**config.mk**
```make
export PLATFORM = sky130hd
export DESIGN_NAME = mprj_io_bank_flat
export DESIGN_NICKNAME = d
export VERILOG_FILES = /design/src/rtl/mprj_io_pkg.sv /design/src/rtl/mprj_io_bank_if.sv /design/src/rtl/mprj_io_slice.sv /design/src/rtl/mprj_io_bank.sv /design/src/flat_wrapper.sv
export SDC_FILE = /design/constraint.sdc
export NUM_CORES = 1
export LEC_CHECK = 0
export CAP_MARGIN = 0
export CORE_ASPECT_RATIO = 1.4
export CORE_MARGIN = 4
export CORE_UTILIZATION = 25
export CTS_BUF_LIST = sky130_fd_sc_hd__clkbuf_2 sky130_fd_sc_hd__clkbuf_4 sky130_fd_sc_hd__clkbuf_8
export CTS_CLUSTER_DIAMETER = 100
export CTS_CLUSTER_SIZE = 30
export DETAILED_ROUTE_END_ITERATION = 12
export GPL_TIMING_DRIVEN = 0
export PLACE_DENSITY = 0.42
export SLEW_MARGIN = 20
export SYNTH_ARGS = -nofsm -noshare
export SYNTH_HDL_FRONTEND = slang
export SYNTH_SLANG_ARGS = --single-unit
```
**constraint.sdc**
```tcl
create_clock -name clock -period 32.9 [get_ports clock]
set_input_delay 6.58 -clock clock [delete_from_list [all_inputs] [get_ports clock]]
set_output_delay 6.58 -clock clock [all_outputs]
set_load 0.1 [all_outputs]
```
**src/rtl/mprj_io_pkg.sv**
```systemverilog
// Shared constants and the per-pad configuration word for the mprj GPIO bank.
// The word is loaded serially into a shadow chain, then applied atomically.
package mprj_io_pkg;

    localparam int CFG_W       = 6;
    localparam int CFG_OUT_DIS = 0;
    localparam int CFG_INP_DIS = 1;
    localparam int CFG_DM_LSB  = 2;
    localparam int CFG_FILT_EN = 5;

    typedef struct packed {
        logic       filt_en;
        logic [2:0] dm;
        logic       inp_dis;
        logic       out_dis;
    } io_cfg_t;

    // Output disabled, input enabled, dm = 3'b001, filter off.
    localparam io_cfg_t CFG_RESET = 6'b000101;

endpackage

```
**src/rtl/mprj_io_bank_if.sv**
```systemverilog
// Pad-side bundle between the GPIO bank and the pc3b03ed_wrapper pad cells.
// The master modport is the bank; the slave modport is the pad array.
interface mprj_io_bank_if #(parameter int PADS = 38);

    logic [PADS-1:0]   pad_out;
    logic [PADS-1:0]   pad_oeb;
    logic [PADS-1:0]   pad_inp_dis;
    logic [3*PADS-1:0] pad_dm;
    logic [PADS-1:0]   pad_in;

    modport master (output pad_out, pad_oeb, pad_inp_dis, pad_dm, input pad_in);
    modport slave  (input pad_out, pad_oeb, pad_inp_dis, pad_dm, output pad_in);

endinterface

```
**src/rtl/mprj_io_slice.sv**
```systemverilog
// One pad of the GPIO bank: active config, input synchroniser, glitch filter,
// edge detector and sticky interrupt-pending flag.
module mprj_io_slice
    import mprj_io_pkg::*;
#(
    parameter int SYNC_STAGES = 2,
    parameter int FILT_CYCLES = 4
) (
    input  logic       clock,
    input  logic       reset,
    input  logic       serial_load,
    input  io_cfg_t    shadow_cfg,
    input  logic       core_out,
    input  logic       core_oeb,
    input  logic       pad_in,
    input  logic       irq_clr,
    output logic       pad_out,
    output logic       pad_oeb,
    output logic       pad_inp_dis,
    output logic [2:0] pad_dm,
    output logic       core_in,
    output logic       irq_pending
);

    localparam int FW = $clog2(FILT_CYCLES + 1);
    // A counting filter needs one extra arming sample beyond the stable run.
    localparam logic [FW-1:0] FILT_TH = (FILT_CYCLES >= 2) ? FW'(FILT_CYCLES) : '0;

    io_cfg_t                cfg_q;
    logic [SYNC_STAGES-1:0] sync_q;
    logic [FW-1:0]          cnt_q;
    logic                   filt_q;
    logic                   filt_d_q;
    logic                   sync_val;

    always_ff @(posedge clock or posedge reset) begin
        if (reset)
            cfg_q <= CFG_RESET;
        else if (serial_load)
            cfg_q <= shadow_cfg;
    end

    assign pad_out     = core_out;
    assign pad_oeb     = core_oeb | cfg_q[CFG_OUT_DIS];
    assign pad_inp_dis = cfg_q[CFG_INP_DIS];
    assign pad_dm      = cfg_q[CFG_DM_LSB +: 3];

    always_ff @(posedge clock or posedge reset) begin
        if (reset)
            sync_q <= '0;
        else
            sync_q <= {sync_q[SYNC_STAGES-2:0], pad_in & ~cfg_q[CFG_INP_DIS]};
    end

    assign sync_val = sync_q[SYNC_STAGES-1];

    always_ff @(posedge clock or posedge reset) begin
        if (reset) begin
            filt_q <= 1'b0;
            cnt_q  <= '0;
        end else if (!cfg_q[CFG_FILT_EN]) begin
            filt_q <= sync_val;
            cnt_q  <= '0;
        end else if (sync_val == filt_q) begin
            cnt_q  <= '0;
        end else if (cnt_q == FILT_TH) begin
            filt_q <= sync_val;
            cnt_q  <= '0;
        end else begin
            cnt_q  <= cnt_q + FW'(1);
        end
    end

    assign core_in = filt_q;

    // A new edge outranks a same-cycle clear so no event is ever lost.
    always_ff @(posedge clock or posedge reset) begin
        if (reset) begin
            filt_d_q    <= 1'b0;
            irq_pending <= 1'b0;
        end else begin
            filt_d_q <= filt_q;
            if (filt_q != filt_d_q)
                irq_pending <= 1'b1;
            else if (irq_clr)
                irq_pending <= 1'b0;
        end
    end

endmodule

```
**src/rtl/mprj_io_bank.sv**
```systemverilog
// Registered GPIO bank controller: serial config shadow chain, one slice per
// pad and the combined interrupt request.
module mprj_io_bank
    import mprj_io_pkg::*;
#(
    parameter int PADS        = 38,
    parameter int SYNC_STAGES = 2,
    parameter int FILT_CYCLES = 4
) (
    input  logic            clock,
    input  logic            reset,
    input  logic            serial_shift,
    input  logic            serial_data_in,
    input  logic            serial_load,
    output logic            serial_data_out,
    input  logic [PADS-1:0] core_out,
    input  logic [PADS-1:0] core_oeb,
    output logic [PADS-1:0] core_in,
    input  logic [PADS-1:0] irq_en,
    input  logic [PADS-1:0] irq_clr,
    output logic [PADS-1:0] irq_pending,
    output logic            irq,
    mprj_io_bank_if.master  pads
);

    localparam int SW = PADS * CFG_W;

    logic [SW-1:0]     shadow_q;
    logic [PADS-1:0]   pad_out_w;
    logic [PADS-1:0]   pad_oeb_w;
    logic [PADS-1:0]   pad_inp_dis_w;
    logic [3*PADS-1:0] pad_dm_w;

    // First bit shifted in migrates to the MSB, i.e. the last pad's bit 5.
    always_ff @(posedge clock or posedge reset) begin
        if (reset)
            shadow_q <= {PADS{CFG_RESET}};
        else if (serial_shift)
            shadow_q <= {shadow_q[SW-2:0], serial_data_in};
    end

    assign serial_data_out = shadow_q[SW-1];

    for (genvar i = 0; i < PADS; i++) begin : g_slice
        mprj_io_slice #(
            .SYNC_STAGES (SYNC_STAGES),
            .FILT_CYCLES (FILT_CYCLES)
        ) u_slice (
            .clock       (clock),
            .reset       (reset),
            .serial_load (serial_load),
            .shadow_cfg  (io_cfg_t'(shadow_q[CFG_W*i +: CFG_W])),
            .core_out    (core_out[i]),
            .core_oeb    (core_oeb[i]),
            .pad_in      (pads.pad_in[i]),
            .irq_clr     (irq_clr[i]),
            .pad_out     (pad_out_w[i]),
            .pad_oeb     (pad_oeb_w[i]),
            .pad_inp_dis (pad_inp_dis_w[i]),
            .pad_dm      (pad_dm_w[3*i +: 3]),
            .core_in     (core_in[i]),
            .irq_pending (irq_pending[i])
        );
    end

    assign pads.pad_out     = pad_out_w;
    assign pads.pad_oeb     = pad_oeb_w;
    assign pads.pad_inp_dis = pad_inp_dis_w;
    assign pads.pad_dm      = pad_dm_w;

    assign irq = |(irq_pending & irq_en);

endmodule
```
**src/flat_wrapper.sv**
```systemverilog
// flat-port wrapper written by rule: the top's interface ports become plain ports
module mprj_io_bank_flat import mprj_io_pkg::*;
#(
    parameter int PADS        = 38,
    parameter int SYNC_STAGES = 2,
    parameter int FILT_CYCLES = 4
)
  (clock, reset, serial_shift, serial_data_in, serial_load, serial_data_out, core_out, core_oeb, core_in, irq_en, irq_clr, irq_pending, irq, pads_pad_out, pads_pad_oeb, pads_pad_inp_dis, pads_pad_dm, pads_pad_in);
  mprj_io_bank_if #(.PADS(PADS)) pads_i ();
  input  logic clock;
  input  logic reset;
  input  logic serial_shift;
  input  logic serial_data_in;
  input  logic serial_load;
  output logic serial_data_out;
  input  logic [PADS-1:0] core_out;
  input  logic [PADS-1:0] core_oeb;
  output logic [PADS-1:0] core_in;
  input  logic [PADS-1:0] irq_en;
  input  logic [PADS-1:0] irq_clr;
  output logic [PADS-1:0] irq_pending;
  output logic irq;
  output wire logic [$bits(pads_i.pad_out)-1:0] pads_pad_out;
  output wire logic [$bits(pads_i.pad_oeb)-1:0] pads_pad_oeb;
  output wire logic [$bits(pads_i.pad_inp_dis)-1:0] pads_pad_inp_dis;
  output wire logic [$bits(pads_i.pad_dm)-1:0] pads_pad_dm;
  input wire logic [$bits(pads_i.pad_in)-1:0] pads_pad_in;
  assign pads_pad_out = pads_i.pad_out;
  assign pads_pad_oeb = pads_i.pad_oeb;
  assign pads_pad_inp_dis = pads_i.pad_inp_dis;
  assign pads_pad_dm = pads_i.pad_dm;
  assign pads_i.pad_in = pads_pad_in;
  mprj_io_bank #(.PADS(PADS), .SYNC_STAGES(SYNC_STAGES), .FILT_CYCLES(FILT_CYCLES)) u_core (.clock(clock), .reset(reset), .serial_shift(serial_shift), .serial_data_in(serial_data_in), .serial_load(serial_load), .serial_data_out(serial_data_out), .core_out(core_out), .core_oeb(core_oeb), .core_in(core_in), .irq_en(irq_en), .irq_clr(irq_clr), .irq_pending(irq_pending), .irq(irq), .pads(pads_i));
endmodule
```
-- Word-level counts from Yosys, hierarchy flattened
Cells that the tools add are included.
- input bits: 195
- bits in registers: 760
- memories: 0
- memory bits (writable): 0
- bits in latches: 0
- logic and storage cells: 1067
- ROM bits: 0
- add/sub/neg operators: 38
- reductions and logical operators: 77
- magnitude comparators: 0
- equality and inequality tests: 190
- mux-type cells: 304
- divide/modulo/power cells: 0
- shifts and indexed selects: 0
- bitwise gates (word level): 115
- multiply operators: 0
- operator list (operator ; count):
    $mux W3 ; 114
    $mux W1 ; 190
    $add A3 B1 Y3 const B ; 38
    $eq A3 B3 Y1 const B ; 38
    $ne A2 B1 Y1 const B ; 38
    $ne A2 B2 Y1 const B ; 38
    $reduce_and A2 Y1 ; 38
    $reduce_bool A2 Y1 ; 38
    $and A1 B1 Y1 ; 38
    $and A38 B38 Y38 ; 1
    $eq A1 B1 Y1 ; 38
    $ne A1 B1 Y1 ; 38
    $not A1 Y1 ; 38
    $or A1 B1 Y1 ; 38
    $reduce_or A38 Y1 ; 1

-- Logic depth before layout (Yosys ltp)
Gate-level depths: netlist (run 1).
- depth in word-level cells: 4
- depth in mapped cells: 5

-- Cells and area by module
From an unflattened synthesis (run 1), not the netlist that was laid out.
- cells, all modules: 2224
- area, all modules: 31724.2 um^2
- modules (own cells, without submodules) (module ; cells each ; instances ; area each (um^2) ; seq. area each (um^2)):
    mprj_io_slice (u_core.g_slice[0].u_slice ...) ; 45 ; 31 ; 600.6 ; 352.8
    mprj_io_bank ; 507 ; 1 ; 8832.2 ; 5800.6
    mprj_io_slice (u_core.g_slice[3].u_slice ...) ; 46 ; 7 ; 610.6 ; 352.8

-- Least setup slack after synthesis (run 1)
No wires, ideal clock.
- kind: input -> output
- from: input port irq_en[1]
- to: output port irq
- path slack: 18292 ps
- stages on the path: 4
- path buffers: 0
- arrival time: 8028 ps
- required time: 26320 ps
- path through: a22oi_1 nand4_1 nor4_1 nand4_1
- cells in the longest elaborated chain, start to end: 2
- ends and longest elaborated chain (what ; RTL line ; source):
    from (decl) ; flat_wrapper.sv:19 ; input logic [PADS-1:0] irq_en;
    $and A38 B38 Y38 ; mprj_io_bank.sv:71 ; assign irq = |(irq_pending & irq_en);
    $reduce_or A38 Y1 ; mprj_io_bank.sv:71 ;
    to (decl) ; flat_wrapper.sv:22 ; output logic irq;
Every way passes these cells.

-- Worst setup path after layout (run 1)
- from: input port irq_en[2]
- to: output port irq
Same word-level chain as after synthesis.

==> results of run 1 <==
## state kept, by name, summed over array words and instances (netlist names)
register / cells
u_core.g_slice.u_slice.core_in: 38
u_core.g_slice.u_slice.irq_pending: 38
u_core.g_slice.u_slice.pad_inp_dis: 38
u_core.g_slice.u_slice.filt_d_q: 38
u_core.g_slice.u_slice.pad_dm: 114
u_core.g_slice.u_slice.cnt_q: 114
u_core.shadow_q: 228
u_core.g_slice.u_slice.sync_q: 76
u_core.g_slice.u_slice.cfg_q: 76
## cell families after synthesis
logic type	Yosys count	share of synthesized area (%)
flip-flops	760	59.73
multiplexers	531	18.45
buffers and inverters	470	10.18
AND/OR/NAND/NOR	348	5.412
XOR/XNOR	76	2.070
adder cells (fa/ha/maj)	76	2.957
AO/OA/AOI/OAI	68	1.206
## power breakdown
group	switching [W]	internal [W]
clock	0.000322	0.000149
sequential	0.0000556	0.00100
combinational	0.000311	0.000159
total	0.000688	0.00131
## worst max-delay path, delay by kind of cell
kind	cells	cell delay, ps
AND/OR/NAND/NOR	3	740
buffers and inverters	3	1650
AO/OA/AOI/OAI	1	900
## per-stage QoR
step                      setup WS, ps  TNS [ps]  instances  hold WS, ps  instance area [um2]
after detailed placement         16330         0       4446        334.7                39070
after floorplan                   5240         0       2329        331.2                32160
final                            16430         0       4516        350.9                39940
after global routing             16360         0       4512        349.8                39930
after CTS                        16330         0       4511        362.8                39930
after global placement           -4449  -2573670       4437        333.7                38830
## metal layers
metal	share of wire, %	vias to the layer above	wire length, um
met2	52	375	43190
met5	0.032	-	27
li1	-	8423	-
met1	42	9278	34860
met4	1.7	4	1428
met3	5.1	61	4305
## synthesized netlist by cell type
cell | count | area, um2
sky130_fd_sc_hd__xor2_1 | 38 | 332.8
sky130_fd_sc_hd__ha_1 | 76 | 950.9
sky130_fd_sc_hd__and3_1 | 27 | 168.9
sky130_fd_sc_hd__dfrtp_1 | 608 | 15210
sky130_fd_sc_hd__and2_1 | 20 | 125.1
sky130_fd_sc_hd__dfstp_2 | 152 | 3994
sky130_fd_sc_hd__nor2_1 | 75 | 281.5
sky130_fd_sc_hd__nand4_1 | 5 | 31.28
sky130_fd_sc_hd__nor3b_1 | 28 | 210.2
sky130_fd_sc_hd__nor2b_1 | 38 | 237.7
sky130_fd_sc_hd__o21ai_0 | 38 | 190.2
sky130_fd_sc_hd__nor3_1 | 1 | 5.000
sky130_fd_sc_hd__or2_2 | 38 | 237.7
sky130_fd_sc_hd__nor4_1 | 1 | 6.260
sky130_fd_sc_hd__nand2_1 | 114 | 427.9
sky130_fd_sc_hd__a21oi_1 | 11 | 55.05
sky130_fd_sc_hd__and4_1 | 1 | 8.760
sky130_fd_sc_hd__inv_1 | 116 | 435.4
sky130_fd_sc_hd__xnor2_1 | 38 | 332.8
sky130_fd_sc_hd__buf_6 | 48 | 540.5
sky130_fd_sc_hd__mux2_2 | 494 | 5563
sky130_fd_sc_hd__a22oi_1 | 19 | 142.6
sky130_fd_sc_hd__mux2i_1 | 37 | 370.4
sky130_fd_sc_hd__buf_4 | 306 | 2297
## cell type report
class | count | area (um2) | area share [%]
Sequential cell | 760 | 19210 | 48.09
Multi-Input combinational cell | 1099 | 9684 | 24.25
Timing Repair Buffer | 469 | 4832 | 12.10
Buffer | 354 | 2838 | 7.105
Tap cell | 1648 | 2062 | 5.163
Clock buffer | 47 | 596.8 | 1.494
Inverter | 116 | 442.9 | 1.109
Clock inverter | 18 | 262.8 | 0.6579
Antenna cell | 5 | 12.51 | 0.03133
## worst max-delay path by stage
stage	start	end	depth (start not counted)
final	irq_en[2]	irq	7
after global routing	irq_en[2]	irq	7
after CTS	irq_en[2]	irq	7
after detailed placement	irq_en[2]	irq	7
after global placement	reset	u_core.g_slice[9].u_slice.sync_q[0]	2
after floorplan	reset	u_core.g_slice[0].u_slice.cfg_q[5]	1
==> run_results.csv, run 1 <==
group,metric,value,unit
timing,worst_slew_pin_slew,1155,ps
synth,flop_and_latch_count_out_of_synthesis,760,
setup_path,cp_data_required_time,26320,ps
layout,syn_to_final_growth,24.19,%
global_route,met2_usage_grt,22.37,%
timing,final.setup_skew,35.71,ps
setup_path,r2r_setup_slack,31500,ps
synth,synthesis.nets,2600,
drt,detail-route-antenna-nets,0,
drt,postRouteWirelength,83810,um
clock_tree,worst_setup_hold_path_clk_slew,190,ps
synth,syn_area,0.03216,mm2
layout,commonest_cells_after_routing_fill_and_taps_aside,"sky130_fd_sc_hd__dfrtp_1 (608), sky130_fd_sc_hd__mux2_2 (494), sky130_fd_sc_hd__clkdlybuf4s50_1 (460)",
setup_path,worstReg2RegStart,"u_core.g_slice[19].u_slice.core_in",
global_route,grt_usage,12.31,%
setup_path,cp_slowest_cell,"sky130_fd_sc_hd__clkdlybuf4s50_1",
global_route,number_of_global_route_vias_before_repair,19950,
clock_tree,postCtsSetupBuffers,0,
global_route,first_pass_grt_wire_length,126900,um
drt,firstDrtPassIters,4,
placement,hpwl,63520,um
drt,post_drt_wl_per_cell,18.56,um
layout,drive_above_1_share,38.91,%
outcome,run_status,"completed",
drt,routed-via-count,18140,
setup_path,worstSetupPathType,"in -> out",
floorplan,num_io_pins,501,
timing,final_max_slew_viol_count,0,
timing,hold_violations,0,
clock_tree,cts-hold-fix-buffers,0,
synth,synth-warning-count,0,
timing,worst_slew_margin_rel,22.74,%
setup_path,r2r.worst_path.cells,2,
clock_tree,post_cts_resized,0,
global_route,maximum_number_of_pins_on_one_net_before_global_route_repair,103,
floorplan,die_y_extent,432.4,um
layout,final_common_cell,"sky130_fd_sc_hd__dfrtp_1",
worst_hold_path,min_to,"u_core.g_slice[33].u_slice.sync_q[1]",
layout,final_util,31.30,%
floorplan,num_rows,155,
setup_path,cp_data_arrival_time,9890,ps
global_route,grt.overflow.total,0,
synth,postSynthCellCount,2329,
timing,timing.final.setup_violations,0,
placement,finalWeightedCongestion,0.7747,
layout,nNetsFinal,3107,
synth,post_synth_num_cell_types,24,
floorplan,core_region_area,0.1276,mm2
global_route,layer_with_the_highest_usage_after_global_routing,"met2",
timing,timing.fmax,60.71,MHz
synth,mapped_avg_cell_area,13.81,um2
power_and_ir_drop,power.static_leakage,18.39,nW
layout,layout_fillers,12800,
setup_path,regToRegEndpoint,"u_core.g_slice[19].u_slice.irq_pending",
setup_path,critPathMaxFanout,1,
worst_hold_path,hold-path-cell-count,0,
setup_path,startpoint_type,"input pin",
global_route,gr-usage-met3,2.652,%
setup_path,end_kind,"output port",
timing,min_period_over_period,50.06,%
clock_tree,tritoncts,"yes",
drt,drt_first_iter_violations,642,
synth,ys_seq_area_share,59.73,%
floorplan,die_w,311.1,um
timing,final_period_minus_worst_setup_slack,16470,ps
timing,unrepaired_setup_endpoints_after_global_routing,"no",
clock_tree,clk_latency,700,ps
global_route,grtUsageMet1,15.01,%
run,max_cap_viol_count,0,
setup_path,largest_stage_delay_on_the_critical_path,1010,ps
worst_hold_path,hold_path.class,"reg -> reg",
setup_path,cells_along_the_critical_path,"clkdlybuf4s50_1 -> a22oi_1 -> nand4_1 -> nor4_2 -> buf_4 -> nand4_1 -> clkdlybuf4s50_1",
power_and_ir_drop,p_total,0.001997,W
clock_tree,clock_tree.htree_level_count,2,
power_and_ir_drop,worst_ir_drop_vdd,0.00003897,V
placement,count_of_input_and_output_buffers,460,
drt,post-route-drc-count,0,
floorplan,floorplan.die_area,0.1345,mm2
worst_hold_path,hold_path_startpoint,"u_core.g_slice[33].u_slice.sync_q[0]",
clock_tree,clock-root-buffer,"sky130_fd_sc_hd__clkbuf_8",
power_and_ir_drop,areal_power_density_over_the_cells,49.99,mW/mm2
global_route,antenna_violations_before_repair,9,
floorplan,initial_standard_cell_utilization_of_the_core,25.20,%
clock_tree,numClockSinks,760,
clock_tree,tritoncts.num_buffers,36,
drt,viasPerCell,4.017,
clock_tree,clockBufferDepth,3,
No activity file was read; power rests on OpenSTA's default activity.
==> run 2: changes to the inputs <==
--- a/config.mk
+++ b/config.mk
@@ -14,7 +14,7 @@
 export CTS_CLUSTER_SIZE = 30
 export DETAILED_ROUTE_END_ITERATION = 12
 export GPL_TIMING_DRIVEN = 0
-export PLACE_DENSITY = 0.42
+export PLACE_DENSITY = 0.44
 export SLEW_MARGIN = 20
 export SYNTH_ARGS = -nofsm -noshare
 export SYNTH_HDL_FRONTEND = slang
==> constraint.sdc (replaced) <==
create_clock -name clock -period 14.88 [get_ports clock]
set_input_delay 2.976 -clock clock [delete_from_list [all_inputs] [get_ports clock]]
set_output_delay 2.976 -clock clock [all_outputs]
set_load 0.1 [all_outputs]
==> run 2 against run 1 <==
Wire length fell by 0.34%. Register-to-register slack lost 18000 ps. Non-clock buffer count is 19 higher. Highest routed layer is now met4. Global-route usage about the same. Clock power up 100%. Sequential power grew 120%.
==> run_results.csv, run 2 (same netlist as run 1, synthesis figures left out) <==
group,metric,value,unit
clock_tree,worst_setup_hold_path_clk_slew,180,ps
drt,postRouteWirelength,83520,um
drt,post_drt_wl_per_cell,18.43,um
clock_tree,post_cts_resized,0,
layout,syn_to_final_growth,24.78,%
layout,final_util,31.45,%
placement,finalWeightedCongestion,0.7731,
global_route,antenna_violations_before_repair,13,
global_route,number_of_global_route_vias_before_repair,20190,
timing,final_max_slew_viol_count,0,
setup_path,end_kind,"output port",
timing,worst_slew_pin_slew,1197,ps
power_and_ir_drop,proportion_of_power_drawn_by_flip_flops_and_latches,53.6,%
clock_tree,tritoncts,"yes",
power_and_ir_drop,p_int,0.002857,W
power_and_ir_drop,switchingPower,0.001496,W
timing,final_period_minus_worst_setup_slack,9432,ps
setup_path,cp_slowest_cell,"sky130_fd_sc_hd__clkdlybuf4s50_1",
floorplan,die_w,311.1,um
floorplan,floorplan.die_area,0.1345,mm2
layout,commonest_cells_after_routing_fill_and_taps_aside,"sky130_fd_sc_hd__dfrtp_1 (608), sky130_fd_sc_hd__mux2_2 (494), sky130_fd_sc_hd__clkdlybuf4s50_1 (457)",
power_and_ir_drop,part_of_the_power_in_combinational_logic,24.2,%
clock_tree,clockBufferDepth,3,
timing,timing.fmax,106.0,MHz
floorplan,initial_standard_cell_utilization_of_the_core,25.20,%
drt,post-route-drc-count,0,
timing,unrepaired_setup_endpoints_after_global_routing,"no",
floorplan,num_io_pins,501,
setup_path,cp_data_required_time,11900,ps
global_route,layer_with_the_highest_usage_after_global_routing,"met2",
drt,viasPerCell,4.003,
placement,hpwl,64480,um
power_and_ir_drop,power.switching_fraction,34.37,%
layout,seqCellArea,0.01921,mm2
layout,footprint_of_the_multi_input_gates,0.009684,mm2
global_route,met2_usage_grt,22.13,%
layout,final_common_cell,"sky130_fd_sc_hd__dfrtp_1",
drt,firstDrtPassIters,4,
setup_path,timing.critical_path.buf_inv,3,
placement,detailed_place.area,0.03939,mm2
clock_tree,clk_latency,700,ps
global_route,maximum_number_of_pins_on_one_net_before_global_route_repair,35,
clock_tree,numClockSinks,760,
outcome,run_status,"completed",
clock_tree,clock-root-buffer,"sky130_fd_sc_hd__clkbuf_8",
timing,worst_slew_margin_rel,19.94,%
layout,nNetsFinal,3124,
clock_tree,postCtsSetupBuffers,0,
layout,layout_fillers,12810,
layout,drive_above_1_share,39.35,%
worst_hold_path,hold_path.class,"reg -> reg",
global_route,gr-usage-met3,2.815,%
drt,routed-via-count,18140,
drt,drt_first_iter_violations,583,
global_route,grtUsageMet1,15.00,%
timing,final.setup_skew,33.70,ps
floorplan,core_region_area,0.1276,mm2
timing,hold_slack,363.0,ps
power_and_ir_drop,areal_power_density_over_the_cells,108.5,mW/mm2
setup_path,cells_along_the_critical_path,"clkdlybuf4s50_1 -> a22oi_1 -> nand4_1 -> nor4_2 -> buf_4 -> nand4_1 -> clkdlybuf4s50_1",
power_and_ir_drop,pwr-share-clk,22.2,%
layout,largest-register,"u_core.shadow_q",
global_route,first_pass_grt_wire_length,126600,um
drt,detail-route-antenna-nets,0,
setup_path,largest_stage_delay_on_the_critical_path,1010,ps
global_route,grt_usage,12.31,%
timing,min_period_over_period,63.39,%
timing,fin_tns_setup,0,ps
global_route,grt.overflow.total,0,
timing,hold_violations,0,
placement,count_of_input_and_output_buffers,460,
clock_tree,clock_tree.htree_level_count,2,
run,max_cap_viol_count,0,
clock_tree,tritoncts.num_buffers,34,
clock_tree,cts-hold-fix-buffers,0,
setup_path,critical-path-top-delay-family,"buffers and inverters",
power_and_ir_drop,worst_ir_drop_vdd,0.00008415,V
timing,timing.final.setup_violations,0,
floorplan,num_rows,155,
setup_path,cp_data_arrival_time,6460,ps
floorplan,die_y_extent,432.4,um
setup_path,worstSetupPathType,"in -> out",
setup_path,startpoint_type,"input pin",
power_and_ir_drop,power.static_leakage,18.50,nW
setup_path,critPathMaxFanout,1,
layout,largest_register_ff_count,228,
layout,final_design_area_no_fill,0.04013,mm2
==> run 2: cell count changes in the layout (fill, tap and decap cells not counted), moves of 2 or more <==
cell,before,now
sky130_fd_sc_hd__buf_12,0,22
sky130_fd_sc_hd__buf_16,8,4
sky130_fd_sc_hd__buf_2,0,3
sky130_fd_sc_hd__bufinv_16,2,0
sky130_fd_sc_hd__clkbuf_4,8,12
sky130_fd_sc_hd__clkdlybuf4s50_1,460,457
sky130_fd_sc_hd__clkinv_4,0,3
sky130_fd_sc_hd__clkinv_8,3,1
sky130_fd_sc_hd__inv_12,3,1
sky130_fd_sc_hd__inv_16,2,0
==> run 2: final cells by class <==
class / instances / share of cell area, %
Tap cell: 1648 / 5.138
Antenna cell: 4 / 0.02494
Multi-Input combinational cell: 1099 / 24.13
Inverter: 116 / 1.094
Sequential cell: 760 / 47.87
Timing Repair Buffer: 488 / 12.85
Clock buffer: 50 / 1.528
Clock inverter: 12 / 0.2993
Buffer: 354 / 7.071
==> run 2: power by group through the flow <==
stage | Combinational, W | Clock (W) | Sequential [W]
finish | 0.00105 | 0.000964 | 0.00233
global placement | 0.00104 | 0 | 0.00238
global route | 0.00111 | 0.00111 | 0.00236
floorplan | 0.000796 | 0 | 0.00231
CTS | 0.00107 | 0.00104 | 0.00234
detailed placement | 0.00107 | 0 | 0.00238
==> run 2: worst paths after layout <==
path	slack, ps	endpoint	depth (start not counted)	start
hold reg to reg	360	u_core.g_slice[20].u_slice.sync_q[1]	0	u_core.g_slice[20].u_slice.sync_q[0]
setup reg to reg	13470	u_core.g_slice[23].u_slice.irq_pending	2	u_core.g_slice[23].u_slice.core_in
max in group asynchronous	9840	u_core.g_slice[9].u_slice.pad_dm[0]	11	reset
hold / removal	360	u_core.g_slice[20].u_slice.sync_q[1]	0	u_core.g_slice[20].u_slice.sync_q[0]
setup / recovery	5450	irq	7	irq_en[6]
min in group asynchronous	2610	u_core.g_slice[33].u_slice.core_in	2	reset
==> run 2: layer usage <==
| layer | part of all wire, % | vias up |
|---|---|---|
| met5 | 0 | - |
| met4 | 2.1 | 0 |
| met3 | 5.7 | 67 |
| met2 | 51 | 388 |
| met1 | 41 | 9238 |
| li1 | - | 8445 |
==> run 2: metrics by stage <==
step                total power, W  setup slack, ps  std cells
finish                    0.004353             5448       4531
global route              0.004573             5320       4528
floorplan                 0.003110             1607       2329
global placement          0.003425            -3499       4437
CTS                       0.004459             5210       4527
detailed placement        0.003450             5210       4465
